<file path="config.mk">
export PLATFORM = sky130hd
export DESIGN_NAME = board_draw_engine
export DESIGN_NICKNAME = d
export VERILOG_FILES = /design/src/rtl/board_draw_engine.sv
export SDC_FILE = /design/constraint.sdc
export NUM_CORES = 1
export LEC_CHECK = 0
export ABC_CLOCK_PERIOD_IN_PS = 5500
export CAP_MARGIN = 5
export CORE_MARGIN = 2
export CORE_UTILIZATION = 55
export DETAILED_ROUTE_END_ITERATION = 6
export HOLD_SLACK_MARGIN = 0.12
export PLACE_DENSITY = 0.91
export SETUP_SLACK_MARGIN = 0.15
export SYNTH_ARGS = -nofsm -noshare
export SYNTH_HDL_FRONTEND = slang
export SYNTH_SLANG_ARGS = --single-unit
export TNS_END_PERCENT = 1
</file>
<file path="constraint.sdc">
create_clock -name Clk -period 5.5 [get_ports Clk]
set_clock_uncertainty 0.15 [all_clocks]
set_input_delay 0.825 -clock Clk [delete_from_list [all_inputs] [get_ports Clk]]
set_output_delay 0.825 -clock Clk [all_outputs]
set_load 0.02 [all_outputs]
</file>
<file path="src/rtl/board_draw_engine.sv">
// Streams one board's cell storage, in raster order, into the frame-buffer write port.
// Define BOARD_DRAW_SKIP_EMPTY_EN to suppress writes of empty cells and add write_count.
module board_draw_engine #(
  parameter int BOARD_W   = 10,
  parameter int BOARD_H   = 10,
  parameter int CELL_BITS = 2,
  parameter int ADDR_W    = 8
) (
  input  logic                 Clk,
  input  logic                 Reset,
  input  logic                 draw_req,
  input  logic                 board_sel,
  output logic [ADDR_W-1:0]    cell_addr,
  output logic                 board_rd,
  input  logic [CELL_BITS-1:0] cell_data,
  output logic                 fb_we,
  output logic [ADDR_W-1:0]    fb_addr,
  output logic [CELL_BITS-1:0] fb_data,
  output logic                 busy,
  output logic                 draw_done
`ifdef BOARD_DRAW_SKIP_EMPTY_EN
  ,
  output logic [ADDR_W-1:0]    write_count
`endif
);

  localparam logic [ADDR_W-1:0] NUM_CELLS = ADDR_W'(BOARD_W * BOARD_H);
  localparam logic [ADDR_W-1:0] LAST_CELL = ADDR_W'(BOARD_W * BOARD_H - 1);

  typedef enum logic [1:0] {IDLE, STREAM, FLUSH, DONE} state_t;

  state_t            state;
  logic [ADDR_W-1:0] counter;
  logic              issue_q;
  logic              wr_valid;
  logic              last_issued;

  // The final read address has been on cell_addr for a cycle; nothing left to issue.
  assign last_issued = issue_q && (cell_addr == LAST_CELL);

  always_ff @(posedge Clk or posedge Reset) begin
    if (Reset) begin
      state     <= IDLE;
      counter   <= '0;
      issue_q   <= 1'b0;
      wr_valid  <= 1'b0;
      cell_addr <= '0;
      board_rd  <= 1'b0;
      fb_addr   <= '0;
      busy      <= 1'b0;
      draw_done <= 1'b0;
`ifdef BOARD_DRAW_SKIP_EMPTY_EN
      write_count <= '0;
`endif
    end else begin
      issue_q   <= 1'b0;
      wr_valid  <= issue_q;
      draw_done <= 1'b0;
      if (issue_q) begin
        fb_addr <= (board_rd ? NUM_CELLS : '0) + cell_addr;
      end
`ifdef BOARD_DRAW_SKIP_EMPTY_EN
      if (wr_valid && (cell_data != '0)) begin
        write_count <= write_count + 1'b1;
      end
`endif
      case (state)
        IDLE: begin
          if (draw_req) begin
            board_rd <= board_sel;
            busy     <= 1'b1;
            counter  <= '0;
            state    <= STREAM;
`ifdef BOARD_DRAW_SKIP_EMPTY_EN
            write_count <= '0;
`endif
          end
        end
        STREAM: begin
          if (last_issued) begin
            state <= FLUSH;
          end else begin
            cell_addr <= counter;
            issue_q   <= 1'b1;
            if (counter != LAST_CELL) begin
              counter <= counter + 1'b1;
            end
          end
        end
        FLUSH: begin
          busy      <= 1'b0;
          draw_done <= 1'b1;
          state     <= DONE;
        end
        DONE: begin
          state <= IDLE;
        end
        default: begin
          state <= IDLE;
        end
      endcase
    end
  end

  // Read data only arrives in the write cycle itself, so it is forwarded rather than re-registered.
  assign fb_data = wr_valid ? cell_data : '0;

`ifdef BOARD_DRAW_SKIP_EMPTY_EN
  assign fb_we = wr_valid && (cell_data != '0);
`else
  assign fb_we = wr_valid;
`endif

endmodule

</file>
== Word-level counts from Yosys, hierarchy flattened ==
Cells that the tools add are included.
Word-level totals
  register bits: 31
  bits of input ports: 6
  output and inout port bits: 22
  logic and storage cells: 44
Cells by class
  add/sub/neg operators: 2
  equality and inequality tests: 9
  mux-type cells: 14
  bitwise gates (word level): 1
  reductions and logical operators: 9
Operator list (number)
  8-bit two-way mux: 3
  8-bit one-hot mux with 2 select lines: 1
  7-bit by 8-bit adder with 8-bit output: 1
  8-bit by 1-bit adder with 8-bit output (second input constant): 1
  8-bit by 7-bit == test with 1-bit output (second input constant): 1
  2-bit inequality test (second input constant): 4
  8-bit by 7-bit inequality test with 1-bit output (second input constant): 1
  2-bit one-hot mux with 4 select lines: 1
  2-bit AND reduction: 4
  7-bit two-way mux: 1
  2-bit two-way mux: 3
  2-bit == test (second input constant): 2
  1-bit two-way mux: 4
  4-bit AND reduction: 1
  2-bit nonzero test: 2
  2-bit by 1-bit == test with 1-bit output (second input constant): 1
  2-bit logical NOT: 1
  1-bit one-hot mux with 2 select lines: 1
  1-bit logical AND: 1
  1-bit NOT: 1

== Logic depth before layout (Yosys ltp) ==
Gate-level depths: netlist (run 1).
  depth after elaboration: 4
  gate-level depth with buffers: 6
  depth with buffers taken out: 6

== Worst setup path before layout (run 1) ==
Ideal clock, no wire load.
  path kind: input to output
  from: in cell_data[0]
  to: out fb_data[0]
  arrival: 1.041 ns
  data required time: 4.525 ns
  slack: 3.484 ns
  stages: 1
  path buffers: 0
  cells stage by stage: and2_1
On the way
  longest elaborated chain between the ends: 1
RTL lines
  from (decl): RTL line 15  | input logic [CELL_BITS-1:0] cell_data,
  2-bit two-way mux: RTL line 106  | assign fb_data = wr_valid ? cell_data : '0;
  to (decl): RTL line 18  | output logic [CELL_BITS-1:0] fb_data,
Every way passes these cells.

== Worst setup path after layout (run 1) ==
  from: in cell_data[1]
  to: out fb_data[1]
Same word-level chain as after synthesis.

==> qor.yml, run 1 <==
worst_setup_path:
  r2r_end: "state[1]"
  worstPathArrival_ns: 2.00
  start_kind: "input port"
  r2r_setup_slack_ns: 3.27
  cp_max_fo: 1
  cp-end-kind: "primary output"
  required_ns: 4.53
  crit_type: "in -> out"
  reg2reg_depth: 4
  r2r-start: "issue_q"
die:
  initial_core_util_pct: 56.6
  die-area_sq_um: 3200
  die_y_um: 56.6
  placeableCoreArea_sq_um: 2690
  rows: 19
  io_pins: 28
  die-width_um: 56.6
clock_network:
  numCtsBuffers: 5
  clock_sinks: 31
  hold_buffers: 0
  post_cts_buffers: 0
  htree_levels: 2
  worst_skew_pair.late_latency_ns: 0.33
  cts_tree: "done"
  clkTransAtPathRegs_ns: 0.09
  clockBufferDepth: 2
  cts_resized: 0
  cts-root-buf: "clkbuf_4"
finish:
  drive_above_1_share_pct: 18.4
  synthToLayoutAreaGrowth_pct: 25.7
  fin_area_sq_um: 1910
  layout_common_cells: "dfrtp_1, clkdlybuf4s50_1, mux2_2, nand2_1"
  antenna_cells: 0
  fin_nets: 176
  fill_cells: 191
  final_common_cell: "dfrtp_1"
timing:
  finalCriticalPeriod_ns: 2.97
  finalSetupViolCount: 0
  slew_viol_final: 0
  max-slew-margin-rel_pct: 55.1
  rsz0062_at_grt: "no"
  tns_ns: 0
  fin_crit_sh_pct: 54.0
  tightest_slew_ns: 0.673
  max_freq_mhz: 337
  hold_viol_final: 0
pwr:
  power_mw: 0.392
  peakVddDrop_mv: 0.217
  p_leak_nw: 0.813
  cellPowerDensity_nw_per_um2: 205
synthesis:
  synth_compound_area_share_pct: 11.4
  ys.flop_type: "dfrtp_1"
  synth_fa_ha_area_share_pct: 6.58
  syn_nets: 143
  synth_edf_count: 0
  synthCells: 129
  synth_warnings: 0
  yosys.area_share.simple_pct: 14.6
  synth_top_family_by_area: "simple AND/OR/NAND/NOR gates"
  async_flop_share_pct: 100
  yosysSeqAreaShare_pct: 51.0
  syn_area_per_cell_sq_um: 11.8
  ys_seq_elements: 31
  synth_xor_area_share_pct: 2.30
  synth_cell_types: 38
  synth_mux_area_share_pct: 11.1
  syn_area_sq_um: 1520
routing:
  drtAntennaViolNets: 0
  drc: 0
  drtPass1Iterations: 4
  drt-total-wl_um: 3230
  viasPerCell: 5.97
  wire_per_inst_um: 16.6
  vias: 1159
  first_iter_violations: 57
global_routing:
  grt_remaining_overflow: 0
  grt_pass1_wl_um: 5550
  grt_pass1_vias: 1164
  grt_max_degree: 32
  track_usage_pct: 23.0
  antenna_found_initial: 0
place:
  hpwlAfterDp_um: 2310
  place_area_sq_um: 1820
  io_buffers: 27
  globalplace.congestion: 0.893
hold_path:
  holdCritStartpoint: "fb_addr[7]"
  whs_endpoint: "fb_addr[7]"
  worstHoldPathType: "reg -> reg"
  holdPathStages: 1
run:
  drv_cap: 0
status:
  outcome: "finished, final reports clean"
## metrics by stage
| step | hold slack (ns) | util (%) | worst slack, ns | cells |
|---|---|---|---|---|
| after global routing | 0.380 | 71.2 | 2.50 | 194 |
| after global placement | 0.342 | 67.6 | 2.55 | 185 |
| final | 0.364 | 71.2 | 2.53 | 194 |
| after CTS | 0.368 | 70.1 | 2.51 | 193 |
| after floorplan | 0.222 | - | 3.48 | 129 |
| after detailed placement | 0.347 | 67.6 | 2.51 | 185 |
## cells in the mapped netlist, types with 2 or more instances
master / n / share of area [%]
nor4_1: 2 / 0.82
or4_1: 2 / 0.99
a21oi_1: 5 / 1.6
ha_1: 8 / 6.6
nand3_1: 3 / 0.99
o22ai_1: 2 / 0.82
dfrtp_1: 31 / 51
mux2_2: 15 / 11
xnor2_1: 3 / 1.7
o31ai_1: 2 / 0.99
or3_4: 2 / 1.5
nor2_1: 4 / 0.99
o311ai_0: 4 / 2.3
o21ai_0: 4 / 1.3
inv_1: 8 / 2.0
nand2_1: 11 / 2.7
and2_1: 2 / 0.82
## routing by layer
layer	share of wire [%]	track usage, %
met3	6.2	6.91
met2	53	37.0
met5	0	0
met1	39	27.7
met4	2.4	11.9
## flip-flops by register name, summed over array words and instances (netlist names)
signal     count
board_rd       1
fb_addr        8
state          2
issue_q        1
cell_addr      8
counter        8
busy           1
fb_we          1
draw_done      1
## layout make-up
class | count | area [sq um] | share of cell area, %
sequential | 31 | 776 | 40.6
multi-input combinational | 88 | 701 | 36.6
timing repair buffer | 28 | 298 | 15.6
clock buffer | 8 | 68.8 | 3.60
tap | 31 | 38.8 | 2.03
inverter | 8 | 30.0 | 1.57
## worst max path at each step
stage | start | to | slack, ns
5_1_grt | cell_data[0] | fb_data[0] | 2.50
2_1_floorplan | cell_data[0] | fb_data[0] | 3.48
3_3_place_gp | cell_data[0] | fb_data[0] | 2.55
4_1_cts | cell_data[1] | fb_data[1] | 2.51
6_report | cell_data[1] | fb_data[1] | 2.53
3_5_place_dp | cell_data[1] | fb_data[1] | 2.51
## critical path: stages
cell and delay [ns]:
clkdlybuf4s50_1 0.44, and2_1 0.12, clkdlybuf4s50_1 0.60
## cells by family (layout without fill, tap and decap cells)
family          count (synthesis)  after routing
simple gates                   37             37
mux                            15             15
compound gates                 24             24
buf+inv                        10             44
xor+xnor                        4              4
flops                          31             31
fa+ha+maj                       8              8
## report_power, final
| group | switching, mW | internal, mW |
|---|---|---|
| clock | 0.0760 | 0.0751 |
| combinational | 0.00670 | 0.00689 |
| sequential | 0 | 0.228 |
Note: power is estimated with default switching activity, not from simulation.
==> run 2: changes to the inputs <==
Settings changed: ABC_CLOCK_PERIOD_IN_PS 5500 to 2700, CORE_UTILIZATION 55 to 46, PLACE_DENSITY 0.91 to 0.82.
Clock period 5.5 ns to 2.7 ns, I/O delays scaled along.
==> run 2 against run 1 <==
  * Global-route usage fell by 3.6 points
  * Register-to-register slack got worse by 2.7 ns
  * Sequential share of layout area fell by 0.45 points
  * First-iteration DRC count rose by 7.0%
  * Highest routed layer unchanged
  * Largest cell class unchanged
  * Wire length fell by 3.3%
  * Die area rose by 18%
==> qor.yml, run 2 (same netlist as run 1, synthesis figures left out) <==
routing:
  first_iter_violations: 61  # +7.0%
  drtPass1Iterations: 4  # unchanged
  drtAntennaViolNets: 0  # unchanged
  drc: 0  # unchanged
  wire_per_inst_um: 15.0  # -9.8%
  viasPerCell: 5.73  # -4.1%
  vias: 1192  # +2.8%
  drt-total-wl_um: 3120  # -3.3%
die:
  die-width_um: 61.5  # +8.7%
  die_y_um: 61.5  # +8.7%
  initial_core_util_pct: 49.0  # -7.6 points
  io_pins: 28  # unchanged
  rows: 20  # +1
  placeableCoreArea_sq_um: 3100  # +16%
  die-area_sq_um: 3780  # +18%
worst_setup_path:
  cp_max_fo: 1  # unchanged
  worstPathArrival_ns: 1.57  # -0.43 ns
  cp-end-kind: "primary output"
  start_kind: "input port"
  required_ns: 2.14  # -2.39 ns
  crit_type: "in -> out"
global_routing:
  antenna_found_initial: 0  # unchanged
  grtUsageMet3_pct: 5.04  # -1.9 points
  grt_pass1_wl_um: 5130  # -7.6%
  grtUsageMet2_pct: 33.5  # -3.5 points
  grt_remaining_overflow: 0  # unchanged
  grt_max_degree: 32  # unchanged
  track_usage_pct: 19.4  # -3.6 points
  gr-max-usage-layer: "met2"
  grt_pass1_vias: 1113  # -4.4%
  met1_usage_pct: 22.0  # -5.7 points
timing:
  fin_crit_sh_pct: 78.6
  tns_ns: 0  # unchanged
  hold_viol_final: 0  # unchanged
  rsz0062_at_grt: "no"
  max_freq_mhz: 471
  slew_viol_final: 0  # unchanged
  hold_slack_ns: 0.286  # -0.0772 ns
  finalCriticalPeriod_ns: 2.12
  finalSetupViolCount: 0  # unchanged
  tightest_slew_ns: 0.645  # -0.0280 ns
  max-slew-margin-rel_pct: 57.0  # +1.9 points
status:
  outcome: "finished, final reports clean"
clock_network:
  cts_tree: "done"
  clockBufferDepth: 2  # unchanged
  htree_levels: 2  # unchanged
  cts-root-buf: "clkbuf_4"
  cts_resized: 0  # unchanged
  numCtsBuffers: 5  # unchanged
  clkTransAtPathRegs_ns: 0.10  # about the same
  worst_skew_pair.late_latency_ns: 0.34  # about the same
  hold_buffers: 0  # unchanged
  post_cts_buffers: 0  # unchanged
  clock_sinks: 31  # unchanged
place:
  globalplace.congestion: 0.787  # -12%
  io_buffers: 27  # unchanged
  hpwlAfterDp_um: 2290  # -0.57%
finish:
  final_common_cell: "dfrtp_1"
  synthToLayoutAreaGrowth_pct: 27.1
  antenna_cells: 0  # unchanged
  layout_common_cells: "dfrtp_1, clkdlybuf4s50_1, mux2_2, nand2_1"
  top_regs: "cell_addr: 8 flops, counter: 8 flops, fb_addr: 8 flops"
  fill_cells: 279  # +46%
  fin_nets: 177  # +0.57%
  drive_above_1_share_pct: 19.5  # +1.1 points
pwr:
  peakVddDrop_mv: 0.333  # +53%
  cellPowerDensity_nw_per_um2: 452  # +120%
  p_leak_nw: 0.819  # +0.73%
run:
  drv_cap: 0  # unchanged
hold_path:
  worstHoldPathType: "in -> async"
==> run 2: cell count changes in the layout (fill, tap and decap cells not counted) <==
cell / previous run / this run
buf_16: 1 / 0
buf_4: 0 / 2
bufinv_16: 0 / 1
clkbuf_1: 1 / 0
clkbuf_8: 2 / 1
clkinv_2: 0 / 1
==> run 2: power by group <==
part           switching (mW)  internal, mW  total [mW]
Sequential                  0         0.464       0.464
Combinational          0.0131        0.0110      0.0241
Clock                   0.167         0.219       0.386
Total                   0.180         0.694       0.874
==> run 2: final cells by class <==
type	count	area, sq um	share of cell area (%)
Sequential cell	31	776	40.1
Clock inverter	2	35.0	1.81
Inverter	8	30.0	1.55
Tap cell	44	55.1	2.85
Timing Repair Buffer	29	285	14.8
Multi-Input combinational cell	88	701	36.2
Clock buffer	6	51.3	2.65
==> run 2: per-stage QoR <==
stage	worst slack (ns)	total power, mW	cells	cell area, sq um	utilization, %
after global routing	0.486	0.906	208	1930	62.3
final	0.577	0.874	208	1930	62.3
after floorplan	0.788	0.484	129	1520	-
after CTS	0.572	0.881	208	1930	62.3
after global placement	0.586	0.497	200	1850	59.5
after detailed placement	0.514	0.498	200	1850	59.5
==> run 2: worst max-delay path, cell delays in order <==
cell	delay (ns)
clkdlybuf4s50_1	0.45
and2_1	0.12
clkdlybuf4s50_1	0.60
==> run 2: metal layers <==
metal  wire length (um)  part of all wire [%]
met1               1270                    41
met2               1550                    50
met3                233                   7.5
met4                 67                   2.1
met5                  0                     0
==> run 2: worst paths after layout <==
path	endpoint	cells after the start	from	slack (ns)
max	fb_data[0]	3	cell_data[0]	0.58
min	counter[7]	3	Reset	0.29
max reg2reg	state[1]	4	cell_addr[4]	0.60
min reg2reg	fb_addr[6]	1	fb_addr[6]	0.36
max in group asynchronous	counter[2]	3	Reset	1.83
min in group Clk	fb_addr[6]	1	fb_addr[6]	0.36
==> run 3: changes to the inputs <==
Settings changed: ABC_CLOCK_PERIOD_IN_PS 2700 to 2000, CORE_UTILIZATION 46 to 51, PLACE_DENSITY 0.82 to 0.86.
Clock period 2.7 ns to 2 ns, I/O delays scaled along.
==> run 3 against run 2 <==
  * The flow now finishes with violations (DRC)
  * Largest cell class unchanged
  * Critical path type is now reg -> reg
  * Register-to-register slack got worse by 0.47 ns
  * Critical endpoint is now cell_addr[0]
  * Combinational power rose by 32%
  * Highest routed layer unchanged
  * Global-route usage rose by 1.8 points
  * Power rose by 13%
  * Hold slack got worse by 0.091 ns
==> qor.yml, run 3 (same netlist as run 1, synthesis figures left out) <==
timing:
  fin_crit_sh_pct: 93.6
  max-slew-margin-rel_pct: 72.5  # +16 points
  slew_viol_final: 0  # unchanged
  finalSetupViolCount: 0  # unchanged
  finalCriticalPeriod_ns: 1.87
  max_freq_mhz: 534
  hold_viol_final: 0  # unchanged
  tns_ns: 0  # unchanged
  rsz0062_at_grt: "yes"
  tightest_slew_ns: 0.408  # -0.238 ns
worst_setup_path:
  cp-end-kind: "flip-flop"
  slowest_delay_ns: 0.46  # -0.14 ns
  reg2reg_depth: 4  # unchanged
  r2r_setup_slack_ns: 0.13  # -0.47 ns
  start_kind: "flip-flop"
  cp_num_buf_inv: 1  # -1
  cp_max_fo: 8  # +7
  crit_type: "reg -> reg"
  worstPathCellList: "or3_4 -> o31ai_4 -> buf_4 -> mux2_2"
  slowest_stage: "dfrtp_2"
  startpoint: "cell_addr[3]"
  critical_path.endpoint: "cell_addr[0]"
  path_depth: 4  # +1
  worstPathArrival_ns: 1.94  # +0.37 ns
  worst_path_dominant_cell_family: "flip-flops"
  required_ns: 2.07  # -0.07 ns
  r2r_end: "cell_addr[0]"
  r2r-start: "cell_addr[3]"
global_routing:
  grt_pass1_wl_um: 5300  # +3.4%
  grt_max_degree: 32  # unchanged
  antenna_found_initial: 0  # unchanged
  grt_remaining_overflow: 0  # unchanged
  track_usage_pct: 21.2  # +1.8 points
  grt_pass1_vias: 1166  # +4.8%
place:
  io_buffers: 27  # unchanged
  hpwlAfterDp_um: 2320  # +1.1%
  place_area_sq_um: 1860  # +0.54%
  globalplace.congestion: 0.941  # +19%
finish:
  fin_area_sq_um: 1930  # -0.13%
  layout_common_cells: "dfrtp_1, clkdlybuf4s50_1, mux2_2, nand2_1, inv_1"
  final_common_cell: "dfrtp_1"
  fin_nets: 181  # +2.3%
  synthToLayoutAreaGrowth_pct: 26.9
  top_regs: "cell_addr: 8 flops, counter: 8 flops, fb_addr: 8 flops"
  antenna_cells: 0  # unchanged
  drive_above_1_share_pct: 24.6  # +5.0 points
  fill_cells: 215  # -23%
die:
  die-width_um: 58.6  # -4.7%
  initial_core_util_pct: 54.2  # +5.2 points
  io_pins: 28  # unchanged
  die_y_um: 58.6  # -4.7%
  die-area_sq_um: 3440  # -9.2%
  rows: 19  # -5.0%
  placeableCoreArea_sq_um: 2810  # -9.6%
pwr:
  power_mw: 0.986  # +13%
  swShare_pct: 21.7  # +1.0 points
  combPwrFrac_pct: 3.2  # +0.4 points
  p_int_mw: 0.772  # +11%
  netSwitchingPower_mw: 0.213  # +18%
  cellPowerDensity_nw_per_um2: 511  # +13%
  peakVddDrop_mv: 0.307  # -7.6%
  power_frac_seq_pct: 63.5  # +10 points
  pwr-share-clk_pct: 33.3  # -11 points
  p_leak_nw: 0.826  # +0.86%
clock_network:
  cts-root-buf: "clkbuf_4"
  cts_tree: "done"
  hold_buffers: 0  # unchanged
  clockBufferDepth: 2  # unchanged
  worst_skew_pair.late_latency_ns: 0.33  # about the same
  clock_sinks: 31  # unchanged
  htree_levels: 2  # unchanged
  numCtsBuffers: 5  # unchanged
  clkTransAtPathRegs_ns: 0.09  # about the same
routing:
  vias: 1189  # -0.25%
  drc: 4  # +4
  wire_per_inst_um: 16.1  # +7.6%
  drt-total-wl_um: 3200  # +2.4%
  first_iter_violations: 48  # -21%
  drtPass1Iterations: 6  # +2
  viasPerCell: 6.01  # +4.8%
  drtAntennaViolNets: 0  # unchanged
hold_path:
  worstHoldPathType: "in -> async"
run:
  drv_cap: 0  # unchanged
status:
  outcome: "finished, violations left"
  violations: "DRC"
## run 3: changes by cell type in the layout (fill, tap and decap cells not counted), moves of 2 or more
| cell | delta |
|---|---|
| ha_2 | +2 |
| clkdlybuf4s50_1 | -2 |
| dfrtp_1 | -3 |
| clkbuf_1 | +2 |
| ha_1 | -2 |
| dfrtp_2 | +3 |
| buf_4 | +4 |
## run 3: what timing repair did
item,4_1_cts,5_1_grt
gates resized for setup,1,7
setup endpoints to repair,16,27
setup buffers,0,1
cloned,0,0
pin swaps,0,0
## run 3: worst min-delay path by stage
stage                 end        from  cells past startpoint  slack [ns]
5_1_grt        fb_addr[2]       Reset                      3        0.21
3_3_place_gp   fb_addr[0]  fb_addr[0]                      1        0.34
4_1_cts        fb_addr[5]       Reset                      3        0.20
6_report       fb_addr[5]       Reset                      3        0.20
3_5_place_dp   fb_addr[2]  fb_addr[2]                      1        0.35
2_1_floorplan       fb_we     issue_q                      0        0.22
## run 3: power by group through the flow
stage	combinational, mW	sequential [mW]	clock, mW
finish	0.0319	0.626	0.328
global route	0.0357	0.626	0.373
CTS	0.0330	0.626	0.336
detailed placement	0.0336	0.639	0
global placement	0.0325	0.639	0
floorplan	0.0141	0.639	0
## run 3: routing by layer
| layer | part of all wire [%] | GRT usage, % |
|---|---|---|
| met1 | 42 | 26.0 |
| met2 | 48 | 33.7 |
| met3 | 8.3 | 7.91 |
| met4 | 1.3 | 9.42 |
| met5 | 0 | 0 |
## run 3: per-stage QoR
stage | std cells | setup slack, ns | util, % | hold WS [ns]
floorplan | 129 | 0.115 | - | 0.222
global placement | 190 | 0.0960 | 66.2 | 0.340
detailed placement | 190 | 0.0391 | 66.2 | 0.349
CTS | 197 | 0.0764 | 67.8 | 0.200
global route | 198 | 0.0630 | 68.8 | 0.215
finish | 198 | 0.128 | 68.8 | 0.196
## run 3: final cells by class
type / instances / area [sq um] / share of cell area, %
Clock buffer: 7 / 45.0 / 2.33
Inverter: 8 / 30.0 / 1.56
Multi-Input combinational cell: 88 / 721 / 37.3
Sequential cell: 31 / 779 / 40.4
Tap cell: 31 / 38.8 / 2.01
Timing Repair Buffer: 33 / 317 / 16.4
## run 3: tightest hold or removal path, cell delays in order
cell	delay, ns
clkdlybuf4s50_1	0.39
inv_1	0.05
buf_4	0.35
